`config.mk`:
```
export PLATFORM = sky130hd
export DESIGN_NAME = ccip_c0_read_gate
export DESIGN_NICKNAME = d
export VERILOG_FILES = /design/src/rtl/ccip_c0_read_gate.sv
export SDC_FILE = /design/constraint.sdc
export NUM_CORES = 1
export LEC_CHECK = 0
export CAP_MARGIN = 0
export CELL_PAD_IN_SITES_DETAIL_PLACEMENT = 2
export CELL_PAD_IN_SITES_GLOBAL_PLACEMENT = 2
export CORE_MARGIN = 1
export CORE_UTILIZATION = 33
export CTS_CLUSTER_SIZE = 10
export DETAILED_ROUTE_END_ITERATION = 6
export PLACE_DENSITY_LB_ADDON = 0.1
export SYNTH_ARGS = -nofsm -noshare
export SYNTH_HDL_FRONTEND = slang
export SYNTH_SLANG_ARGS = --single-unit
```
`constraint.sdc`:
```
create_clock -name clk -period 3.7 [get_ports clk]
set_clock_uncertainty 0.05 [all_clocks]
set_input_delay 0.74 -clock clk [delete_from_list [all_inputs] [get_ports clk]]
set_output_delay 0.74 -clock clk [all_outputs]
set_load 0.02 [all_outputs]
```
`src/rtl/ccip_c0_read_gate.sv`:
```
// ccip_c0_read_gate: credit-limited gate for CCI-P channel 0 read requests.
// Arbiter requests land in a 2-entry skid buffer and are issued one per cycle
// while the FIU has room and the outstanding-read count is below the limit.
// Returning responses release credits. A drain handshake lets the wrapper
// quiesce the channel.
module ccip_c0_read_gate #(
  parameter int MAX_OUTSTANDING = 64,
  parameter int ADDR_W          = 42,
  parameter int MDATA_W         = 16
) (
  input  logic               clk,
  input  logic               reset_n,
  input  logic               req_valid,
  output logic               req_ready,
  input  logic [ADDR_W-1:0]  req_addr,
  input  logic [MDATA_W-1:0] req_mdata,
  output logic               c0tx_valid,
  output logic [ADDR_W-1:0]  c0tx_addr,
  output logic [MDATA_W-1:0] c0tx_mdata,
  input  logic               c0tx_almfull,
  input  logic               c0rx_rsp_valid,
  input  logic               drain_req,
  output logic               drained,
  output logic [7:0]         outstanding,
  output logic               rsp_underflow
);

  typedef enum logic [1:0] {
    ST_RUN   = 2'd0,
    ST_DRAIN = 2'd1,
    ST_DONE  = 2'd2
  } state_t;

  localparam logic [7:0] LP_MAX = 8'(MAX_OUTSTANDING);

  state_t               r_state;
  state_t               w_state_nxt;

  logic [ADDR_W-1:0]    r_skid_addr  [2];
  logic [MDATA_W-1:0]   r_skid_mdata [2];
  logic                 r_rd_ptr;
  logic                 r_wr_ptr;
  logic [1:0]           r_skid_cnt;

  // Holds req_ready low until the first clock after reset release.
  logic                 r_open;

  logic                 r_c0tx_valid;
  logic [ADDR_W-1:0]    r_c0tx_addr;
  logic [MDATA_W-1:0]   r_c0tx_mdata;
  logic [7:0]           r_outstanding;
  logic                 r_underflow;
  logic                 r_drained;

  logic                 w_accept;
  logic                 w_issue;
  logic                 w_skid_empty;

  // Ready and issue decisions use only registered state plus almfull, so an
  // accept and a pop can never both hit a full skid in one cycle.
  assign w_skid_empty = (r_skid_cnt == 2'd0);
  assign req_ready    = r_open && (r_state == ST_RUN) && (r_skid_cnt != 2'd2);
  assign w_accept     = req_valid && req_ready;
  assign w_issue      = !w_skid_empty && !c0tx_almfull && (r_outstanding < LP_MAX);

  assign c0tx_valid    = r_c0tx_valid;
  assign c0tx_addr     = r_c0tx_addr;
  assign c0tx_mdata    = r_c0tx_mdata;
  assign outstanding   = r_outstanding;
  assign rsp_underflow = r_underflow;
  assign drained       = r_drained;

  // Opens the request port one clock after reset is released.
  always_ff @(posedge clk or negedge reset_n) begin
    if (!reset_n) begin
      r_open <= 1'b0;
    end else begin
      r_open <= 1'b1;
    end
  end

  // Skid payload storage; contents are only meaningful while counted valid.
  always_ff @(posedge clk) begin
    if (w_accept) begin
      r_skid_addr[r_wr_ptr]  <= req_addr;
      r_skid_mdata[r_wr_ptr] <= req_mdata;
    end
  end

  // Skid pointers and occupancy; accept and pop together keep the count.
  always_ff @(posedge clk or negedge reset_n) begin
    if (!reset_n) begin
      r_rd_ptr   <= 1'b0;
      r_wr_ptr   <= 1'b0;
      r_skid_cnt <= 2'd0;
    end else begin
      if (w_accept) r_wr_ptr <= ~r_wr_ptr;
      if (w_issue)  r_rd_ptr <= ~r_rd_ptr;
      case ({w_accept, w_issue})
        2'b10:   r_skid_cnt <= r_skid_cnt + 2'd1;
        2'b01:   r_skid_cnt <= r_skid_cnt - 2'd1;
        default: r_skid_cnt <= r_skid_cnt;
      endcase
    end
  end

  // Registers the popped head onto the FIU request; payload holds between issues.
  always_ff @(posedge clk or negedge reset_n) begin
    if (!reset_n) begin
      r_c0tx_valid <= 1'b0;
      r_c0tx_addr  <= '0;
      r_c0tx_mdata <= '0;
    end else begin
      r_c0tx_valid <= w_issue;
      if (w_issue) begin
        r_c0tx_addr  <= r_skid_addr[r_rd_ptr];
        r_c0tx_mdata <= r_skid_mdata[r_rd_ptr];
      end
    end
  end

  // Outstanding-read credit counter with sticky underflow on a stray response.
  always_ff @(posedge clk or negedge reset_n) begin
    if (!reset_n) begin
      r_outstanding <= 8'd0;
      r_underflow   <= 1'b0;
    end else begin
      if (c0rx_rsp_valid && (r_outstanding == 8'd0)) r_underflow <= 1'b1;
      case ({w_issue, c0rx_rsp_valid})
        2'b10:   r_outstanding <= r_outstanding + 8'd1;
        2'b01:   if (r_outstanding != 8'd0) r_outstanding <= r_outstanding - 8'd1;
        default: r_outstanding <= r_outstanding;
      endcase
    end
  end

  // Drain FSM state register; drained mirrors entry into DONE.
  always_ff @(posedge clk or negedge reset_n) begin
    if (!reset_n) begin
      r_state   <= ST_RUN;
      r_drained <= 1'b0;
    end else begin
      r_state   <= w_state_nxt;
      r_drained <= (w_state_nxt == ST_DONE);
    end
  end

  // Drain FSM next-state: quiesce once nothing is buffered or in flight.
  always_comb begin
    w_state_nxt = r_state;
    case (r_state)
      ST_RUN: begin
        if (drain_req) w_state_nxt = ST_DRAIN;
      end
      ST_DRAIN: begin
        if (!drain_req) begin
          w_state_nxt = ST_RUN;
        end else if (w_skid_empty && (r_outstanding == 8'd0) && !w_issue) begin
          w_state_nxt = ST_DONE;
        end
      end
      ST_DONE: begin
        if (!drain_req) w_state_nxt = ST_RUN;
      end
      default: w_state_nxt = ST_RUN;
    endcase
  end

endmodule
```
Word-level counts from Yosys, hierarchy flattened
Memories as Yosys holds them, arrays and structs flattened. A register that Yosys moved wholly into a read port is not among the register bits.
Cells that the tools add are included.
{"block": "word_totals", "reg_bits": 18, "latchBits": 0, "ram_bits": 116, "rom_bits": 0, "inputBits": 64, "out_inout_bits": 70, "elab_cells": 57, "mem_count": 2}
{"block": "op_classes", "add_sub_neg": 4, "mul": 0, "n_div": 0, "magnitude_cmp": 1, "eq_ne": 9, "n_shift": 0, "muxes": 10, "n_bitwise": 2, "n_reduce_logical": 20}
{"memory": "r_skid_addr", "words": 2, "word_bits": 42, "rd": 1, "rd_ports_with_merged_regs": 1, "wr": 1, "line_no": "39", "text": "logic [ADDR_W-1:0] r_skid_addr [2];"}
{"memory": "r_skid_mdata", "words": 2, "word_bits": 16, "rd": 1, "rd_ports_with_merged_regs": 1, "wr": 1, "line_no": "40", "text": "logic [MDATA_W-1:0] r_skid_mdata [2];"}
{"operator": "$pmux W8 S2", "n": 1}
{"operator": "$add A8 B1 Y8 const B", "n": 1}
{"operator": "$eq A2 B2 Y1 const B", "n": 4}
{"operator": "$logic_and A1 B1 Y1", "n": 8}
{"operator": "$logic_not A8 Y1", "n": 1}
{"operator": "$lt A8 B7 Y1 const B", "n": 1}
{"operator": "$mux W2", "n": 4}
{"operator": "$mux W8", "n": 1}
{"operator": "$reduce_bool A8 Y1", "n": 1}
{"operator": "$sub A8 B1 Y8 const B", "n": 1}
{"operator": "$eq A2 B1 Y1 const B", "n": 3}
{"operator": "$pmux W2 S3", "n": 1}
{"operator": "$logic_not A1 Y1", "n": 5}
{"operator": "$logic_not A2 Y1", "n": 2}
{"operator": "$ne A2 B2 Y1 const B", "n": 2}
{"operator": "$pmux W2 S2", "n": 1}
{"operator": "$reduce_bool A2 Y1", "n": 2}
{"operator": "$add A2 B1 Y2 const B", "n": 1}
{"operator": "$mux W1", "n": 2}
{"operator": "$not A1 Y1", "n": 2}
{"operator": "$reduce_and A2 Y1", "n": 1}
{"operator": "$sub A2 B1 Y2 const B", "n": 1}

Longest topological paths before layout
Gate-level depths: netlist (run 1).
{"block": "logic_depth", "depth_word": 10, "depth_mapped": 12, "depth_no_buf": 9}

Worst setup path after synthesis (run 1)
OpenSTA, ideal clock, no wires.
{"block": "synth_timing", "path_kind": "register to register", "from": "reg r_skid_cnt[1]", "to": "mem r_skid_addr[0][0], enable pin", "setup_time_ns": 0.474, "arrival_ns": 4.150, "required_ns": 3.176, "path_slack_ns": -0.974, "path_stages_with_launch": 5, "n_path_buf": 0, "period_less_slack_ns": 4.674, "cell_sequence": "dfrtp_1 nor2b_1 nor4b_1 nand2_1 nor2_1"}
{"block": "synth_between", "elab_chain_len": 5}
{"item": "start: declaration", "line_no": "43", "text": "logic [1:0] r_skid_cnt;"}
{"item": "start signal: assignment", "line_no": "100", "text": "2'b10: r_skid_cnt <= r_skid_cnt + 2'd1;"}
{"item": "start signal: assignment", "line_no": "101", "text": "2'b01: r_skid_cnt <= r_skid_cnt - 2'd1;"}
{"item": "start signal: assignment", "line_no": "102", "text": "default: r_skid_cnt <= r_skid_cnt;"}
{"item": "$ne A2 B2 Y1", "line_no": "62", "text": "assign req_ready = r_open && (r_state == ST_RUN) && (r_skid_cnt != 2'd2);"}
{"item": "$logic_and A1 B1 Y1", "line_no": "62"}
{"item": "named net req_ready", "line_no": "14", "text": "output logic req_ready,"}
{"item": "$logic_and A1 B1 Y1", "line_no": "63", "text": "assign w_accept = req_valid && req_ready;"}
{"item": "$mux W1", "line_no": "84", "text": "if (w_accept) begin"}
{"item": "$mux W1 (implied by the code)", "line_no": "85", "text": "r_skid_addr[r_wr_ptr] <= req_addr;"}
{"item": "end: declaration", "line_no": "39"}
The timed path passes the listed nets, and every way through them passes these cells.

Final worst setup path (run 1)
{"block": "layout_timing", "from": "reg r_skid_cnt[1]", "to": "out req_ready"}
{"block": "layout_between", "elab_chain_len": 2}
{"item": "$ne A2 B2 Y1", "line_no": "62"}
{"item": "$logic_and A1 B1 Y1", "line_no": "62"}
{"item": "end: declaration", "line_no": "14"}
Every way passes these cells.

==> results of run 1 <==
-- flip-flops by register name, summed over array words and instances, names as in the netlist --
register / count
c0tx_valid: 1
r_open: 1
drained: 1
r_rd_ptr: 1
outstanding: 8
r_skid_addr: 84
rsp_underflow: 1
r_skid_cnt: 2
c0tx_addr: 42
r_skid_mdata: 32
c0tx_mdata: 16
r_wr_ptr: 1
r_state: 2
-- synth_stat cells, drive strengths merged (3+ instances only) --
library cell / number
nand2: 63
a31oi: 3
edfxtp: 116
nand4: 5
dfrtp: 76
and3: 3
o21ai: 61
a21oi: 3
or3: 4
nor2: 8
nor3: 5
or4: 4
inv: 6
xnor2: 6
buf: 8
mux2i: 58
clkbuf: 17
-- final timing paths --
path,from,end,slack (ns),depth (start not counted)
setup / recovery,r_skid_cnt[1],req_ready,0.67,3
hold / removal,reset_n,c0tx_addr[13],0.28,1
setup reg to reg,outstanding[7],outstanding[4],1.09,9
hold reg to reg,c0tx_addr[23],c0tx_addr[23],0.43,2
max in group asynchronous,reset_n,c0tx_addr[27],2.55,2
min in group clk,c0tx_addr[23],c0tx_addr[23],0.43,2
-- layout make-up --
type | instances | area [µm²]
Clock buffer | 17 | 425
Clock inverter | 15 | 190
Fill cell | 2086 | 11800
Inverter | 6 | 27.5
Multi-Input combinational cell | 253 | 1670
Sequential cell | 192 | 5390
Tap cell | 275 | 344
Timing Repair Buffer | 141 | 1400
-- metal layers --
metal / GRT usage / part of all wire / vias up
li1: - / - / 2023
met1: 0.189 / 0.42 / 2201
met2: 0.281 / 0.52 / 96
met3: 0.0530 / 0.056 / 12
met4: 0.0449 / 0.0092 / 0
met5: 0 / 0 / -
-- power breakdown --
part	switching, mW	total, mW	internal (mW)
logic	1.09	2.10	1.02
clock network	0.883	1.92	1.04
registers	0.383	3.11	2.73
-- kinds of logic after synthesis --
group	after synthesis	share of synthesized area
AOI/OAI and AO/OA	81	0.0647
xor gates and xnor gates	7	0.00852
adders and majority gates	2	0.00348
buffers and inverters	31	0.0214
DFF	192	0.749
muxes	58	0.0807
other	1	0.000521
and+or+nand+nor	104	0.0720
-- stage by stage --
step	std cells	power, mW	hold WS [ns]	setup slack (ns)
final	899	7.14	0.283	0.672
after global routing	899	7.53	0.309	0.500
after CTS	899	7.28	0.299	0.602
after detailed placement	867	5.31	0.417	0.365
after global placement	867	5.22	0.412	0.444
after floorplan	476	4.21	0.394	0.253
==> results_dict.tcl, run 1 <==
set metrics [dict create \
    synth-seq-cells 192 \
    final_nets 677 \
    cts.repair.resized 0 \
    ys_seq_area_frac 0.749 \
    layout-drive-gt1-share 0.0865 \
    antenna_found_initial 0 \
    hp-class "primary input to asynchronous set/reset pin" \
    cts_tree "done" \
    worst-path-max-fanout 4 \
    clkTransAtPathRegs_ns 0.08 \
    htree_levels 4 \
    synth-main-ff-cell "edfxtp_1" \
    finalMaxSlewViolations 0 \
    critPathArrivalTime_ns 2.24 \
    finalCriticalPeriod_ns 3.03 \
    async_flop_share 0.396 \
    io_pins 134 \
    viasPerCell 4.82 \
    portBuffers 133 \
    root_buffer "clkbuf_16" \
    area_growth_pct 31.3 \
    hold_viol_final 0 \
    hpwl_mm 10.6 \
    diodes 0 \
    crit_path_start_kind "flip-flop" \
    drt_iter0_markers 126 \
    leakagePower_nw 3.65 \
    gp_congestion 0.740 \
    synth_top_area_cell "edfxtp_1" \
    synth_top_area_share 0.484 \
    vias 4332 \
    clockBufferDepth 2 \
    end_kind "output port" \
    globalRouteOverflowTotal 0 \
    postCtsSetupRepairBufs 0 \
    numCtsBuffers 17 \
    synth.distinct_cells 53 \
    synth_area_mm2 0.00719 \
    grt_pass1_vias 4912 \
    outcome "complete, no violations" \
    avgSynthCellArea_um2 15.1 \
    synth.area.top_cells "edfxtp_1, dfrtp_1, mux2i_1, o21ai_0, nand2_1" \
    wl_per_cell_um 18.7 \
    period_share 0.818 \
    clkSinkCount 192 \
    yosys_warnings 0 \
    rsz0062_at_grt "false" \
    worst_path_max_delay_cell "clkdlybuf4s50_1" \
    first_pass_iters 4 \
    fin_util 0.445 \
    slowest_delay_ns 0.73 \
    p_per_area_mw_per_mm2 756 \
    grt_use_total 0.162 \
    synth-edff-count 116 \
    core_area_mm2 0.0212 \
    ant_nets 0 \
    rows 53 \
    final_common_cell "clkdlybuf4s50_1" \
    maxCapViolations 0 \
    critical_path_required_ns 2.91 \
    insertion_delay_ns 0.43 \
    wirelength_mm 16.8 \
    drc 0 \
    die_w_um 150 \
    setup_viol 0 \
    start_util 0.339 \
    postCtsHoldBufs 0 \
    path_cells "nor2b_1, nor4b_1, clkdlybuf4s50_1" \
    worst_pin_slew_ns 0.934 \
    synthesis.nets 542 \
    final_cell_area_mm2 0.00944 \
    path_class "flip-flop to output port" \
    fmax_mhz 330 \
    grt_max_degree 124 \
    critical_path.top_delay_family "buffers and inverters" \
    placed_area_mm2 0.00883 \
    fp.dieH_um 150 \
    vdd_drop_max_uv 324 \
    worstPathBufferInverterCount 1 \
    finalSetupTns_ns 0 \
    synthCells 476 \
    slew_headroom 0.378 \
    grt_pass1_wl_mm 26.9 \
    dieArea_mm2 0.0224 \
    final_cell_mix "clkdlybuf4s50_1, edfxtp_1, dfrtp_1" \
]
(Power assumes the default switching activity.)
==> inputs of run 2 (changes only) <==
Settings changed: CORE_UTILIZATION 33 to 36.
Clock period 3.7 ns to 3 ns, I/O delays scaled along.
==> run 2 against run 1 <==
- sequential power up 23%
- design area down 0.13%
- total power up 21%
- critical path depth unchanged
- worst setup slack worse by 0.58 ns
- critical endpoint unchanged
- wire length up 2.5%
- clock power up 12%
==> results_dict.tcl, run 2 (synthesis results as in run 1) <==
set metrics [dict create \
    whs_ns 0.0937 \
    die_w_um 143 \
    finalCriticalPeriod_ns 2.90 \
    clockBufferDepth 2 \
    final_nets 683 \
    grt_pass1_vias 5010 \
    htree_levels 4 \
    finalMaxSlewViolations 0 \
    drt_iter0_markers 131 \
    dieArea_mm2 0.0206 \
    area_growth_pct 31.1 \
    end_kind "output port" \
    vias 4418 \
    viasPerCell 4.94 \
    critPathArrivalTime_ns 2.25 \
    dpl.cell_count 863 \
    fin_util 0.483 \
    drc 0 \
    slew_headroom 0.422 \
    first_pass_iters 5 \
    layout-drive-gt1-share 0.0905 \
    cts_tree "done" \
    critical_path_required_ns 2.35 \
    worst_pin_slew_ns 0.867 \
    globalRouteOverflowTotal 0 \
    core_area_mm2 0.0195 \
    period_share 0.968 \
    root_buffer "clkbuf_16" \
    numCtsBuffers 17 \
    start_util 0.368 \
    outcome "complete, no violations" \
    diodes 0 \
    portBuffers 133 \
    final_common_cell "clkdlybuf4s50_1" \
    clkSinkCount 192 \
    fmax_mhz 345 \
    postCtsHoldBufs 0 \
    grt_pass1_wl_mm 27.0 \
    regMostFlops "r_skid_addr" \
    rsz0062_at_grt "false" \
    path_class "flip-flop to output port" \
    fp.dieH_um 143 \
    hold_viol_final 0 \
    worst-path-max-fanout 4 \
    setup_viol 0 \
    crit_path_start_kind "flip-flop" \
    grt_max_degree 124 \
    grt_use_total 0.179 \
    antenna_found_initial 0 \
    insertion_delay_ns 0.42 \
    io_pins 134 \
    ant_nets 0 \
    largest_reg_flops 84 \
    final_cells 895 \
    rows 51 \
    maxCapViolations 0 \
    clkTransAtPathRegs_ns 0.07 \
    final_cell_mix "clkdlybuf4s50_1, edfxtp_1, dfrtp_1" \
    hp-class "primary input to asynchronous set/reset pin" \
    vdd_drop_max_uv 429 \
    hpwl_mm 11.1 \
    wirelength_mm 17.3 \
    setup_slack_ns 0.0973 \
    place_ws_ns -0.376 \
    leakagePower_nw 3.66 \
    wl_per_cell_um 19.3 \
    p_per_area_mw_per_mm2 917 \
    gp_congestion 0.762 \
]
==> run 2: cell types whose count changed in the layout (fill, tap and decap cells not counted), moves of 2 or more <==
cell,before,now
clkinv_2,0,4
inv_6,7,3
clkbuf_8,0,2
inv_8,4,0
buf_4,8,12
clkbuf_1,0,4
==> run 2: what timing repair did <==
| item | CTS | global route |
|---|---|---|
| buffers inserted | 0 | 0 |
| gates resized for setup | 0 | 1 |
| setup endpoints to repair | 0 | 1 |
==> run 2: final cells by class <==
type	count	area, µm²
multi-input combinational	253	1670
tap	265	332
fill	1899	10100
sequential	192	5390
inverter	6	27.5
timing repair buffer	147	1460
clock inverter	9	83.8
clock buffer	23	468
==> run 2: final timing paths <==
kind | startpoint | end | slack, ns | depth (start not counted)
worst max-delay path | r_skid_cnt[1] | req_ready | 0.1 | 3
worst min-delay path | reset_n | c0tx_addr[11] | 0.09 | 1
worst max register to register | r_skid_cnt[0] | outstanding[3] | 0.37 | 6
worst min register to register | rsp_underflow | rsp_underflow | 0.42 | 1
max in group asynchronous | reset_n | c0tx_addr[0] | 2.10 | 2
min in group clk | rsp_underflow | rsp_underflow | 0.42 | 1
==> run 2: critical path: stages, from the launching register on <==
cell	delay [ns]
dfrtp_1	0.44
nor2b_1	0.19
nor4b_2	0.49
clkdlybuf4s50_1	0.71
==> run 2: layer usage <==
layer	vias up	wire length, µm	track usage
met5	-	0	0
met4	0	154	0.0538
met3	11	626	0.0437
met2	94	9370	0.327
met1	2284	7100	0.207
li1	2029	-	-
==> run 2: power breakdown <==
part	total (mW)	internal [mW]	switching, mW
Combinational	2.65	1.28	1.37
Clock	2.16	1.19	0.967
Sequential	3.84	3.37	0.468
==> run 2: stage by stage <==
step,setup TNS (ns),instance area (µm²),power [mW]
2_1_floorplan,0,7210,5.19
3_3_place_gp,-0.545,8880,6.45
3_5_place_dp,-1.03,8880,6.58
4_1_cts,0,9430,8.78
5_1_grt,0,9430,9.07
6_report,0,9430,8.65
==> inputs of run 3 (changes only) <==
Settings changed: RECOVER_POWER set to 100, SLEW_MARGIN set to 20.
==> run 3 against run 2 <==
- flip-flop and latch count did not move
- first-iteration DRC count is 2.3% higher
- global-route usage is 0.053 points lower
- sequential power about the same
- total power down 2.3%
- die area is the same
- design area shrank 0.44%
- clock-buffer cell count stayed put
- register-to-register slack worse by 0.07 ns
- clock power hardly changed
- combinational power shrank 7%
- worst setup slack gained 0.014 ns
- the flow now finishes with violations (capacitance limit, slew limit)
==> results_dict.tcl, run 3 (synthesis results as in run 1) <==
set metrics [dict create \
    worst-path-max-fanout 4 \
    drt_iter0_markers 134 \
    rrSetupSlack_ns 0.30 \
    timing.rr.start "r_skid_cnt[1]" \
    critical_path_required_ns 2.35 \
    vdd_drop_max_uv 405 \
    hp-class "flip-flop to flip-flop" \
    wirelength_mm 17.2 \
    htree_levels 4 \
    core_area_mm2 0.0195 \
    worstHoldEndpoint "rsp_underflow" \
    final_common_cell "dlygate4sd3_1" \
    hp-start "rsp_underflow" \
    numCtsBuffers 17 \
    antenna_found_initial 3 \
    setup_viol 0 \
    viasPerCell 4.89 \
    first_pass_iters 6 \
    violations "capacitance limit, slew limit" \
    end_kind "output port" \
    die_w_um 143 \
    regMostFlops "r_skid_addr" \
    vias 4393 \
    rows 51 \
    finalSetupTns_ns 0 \
    grt_pass1_vias 5005 \
    gp_congestion 0.762 \
    fmax_mhz 346 \
    hold_viol_final 0 \
    root_buffer "clkbuf_16" \
    leakagePower_nw 3.73 \
    critPathArrivalTime_ns 2.24 \
    drc 0 \
    fill_cells 1900 \
    outcome "complete, but fails checks" \
    final_cell_area_mm2 0.00939 \
    slew_headroom -0.464 \
    wl_per_cell_um 19.1 \
    rsz0062_at_grt "false" \
    cts.repair.resized 0 \
    start_util 0.368 \
    dpl.cell_count 864 \
    crit_path_start_kind "flip-flop" \
    worstReg2RegEnd "r_skid_addr[1][31]" \
    p_per_area_mw_per_mm2 900 \
    portBuffers 133 \
    largest_reg_flops 84 \
    hpwl_mm 11.3 \
    clkTransAtPathRegs_ns 0.07 \
    path_class "flip-flop to output port" \
    postCtsSetupRepairBufs 0 \
    placed_area_mm2 0.00890 \
    period_share 0.963 \
    final_cell_mix "dlygate4sd3_1, edfxtp_1, dfrtp_1" \
    globalRouteOverflowTotal 0 \
    final_nets 684 \
    grt_max_degree 72 \
    clockBufferDepth 2 \
    postCtsHoldBufs 0 \
    fp.dieH_um 143 \
    final_cells 899 \
    ant_nets 0 \
    clkSinkCount 192 \
    rr_worst_depth 4 \
    finalCriticalPeriod_ns 2.89 \
    io_pins 134 \
    grt_pass1_wl_mm 27.1 \
    grt_use_total 0.179 \
    cts_tree "done" \
    maxCapViolations 1 \
    insertion_delay_ns 0.42 \
    dieArea_mm2 0.0206 \
    min_path_cells 1 \
    finalMaxSlewViolations 38 \
    area_growth_pct 30.5 \
    layout-drive-gt1-share 0.0808 \
    worst_pin_slew_ns 2.20 \
]
==> run 3: final cells by class <==
class / count / area, µm² / share of cell area
clock inverters: 9 / 85.1 / 0.00906
repair buffers: 148 / 1430 / 0.152
clock buffers: 23 / 468 / 0.0498
well taps: 265 / 332 / 0.0353
flip-flops and latches: 192 / 5390 / 0.574
diodes: 3 / 7.51 / 0.000799
inverters: 6 / 27.5 / 0.00293
multi-input cells: 253 / 1650 / 0.176
==> run 3: how the worst max path moves through the flow <==
| stage | start | end | slack, ns |
|---|---|---|---|
| after CTS | r_skid_cnt[1] | req_ready | 0.07 |
| final | r_skid_cnt[1] | req_ready | 0.11 |
| after global placement | c0tx_almfull | outstanding[3] | -0.26 |
| after detailed placement | c0tx_almfull | outstanding[4] | -0.05 |
| after global routing | c0tx_almfull | c0tx_addr[7] | 0.01 |
| after floorplan | c0tx_almfull | outstanding[4] | 0.06 |
==> run 3: per-layer routing <==
metal / global-route usage / vias to the layer above / share of wire
li1: - / 2040 / -
met1: 0.206 / 2247 / 0.42
met3: 0.0380 / 14 / 0.032
met2: 0.331 / 92 / 0.54
met5: 0 / - / 0
met4: 0.0521 / 0 / 0.011
==> run 3: report_power, final <==
part	total [mW]	internal, mW	leakage, nW	switching [mW]
Clock	2.16	1.19	0.271	0.963
Sequential	3.83	3.37	1.98	0.456
Combinational	2.47	1.10	1.48	1.37
==> run 3: critical path, stage by stage, from the launching register on <==
cell and delay, ns:
dfrtp_1 0.45, nor2b_1 0.19, nor4b_2 0.48, clkdlybuf4s50_1 0.71
==> run 3: stage by stage <==
stage	hold slack [ns]	total power, mW	util	setup slack (ns)
floorplan	0.254	5.19	-	0.0578
global placement	0.403	6.45	0.455	-0.259
detailed placement	0.405	6.59	0.456	-0.0518
CTS	0.103	8.79	0.484	0.0748
global route	0.425	8.89	0.481	0.0147
finish	0.410	8.45	0.481	0.112
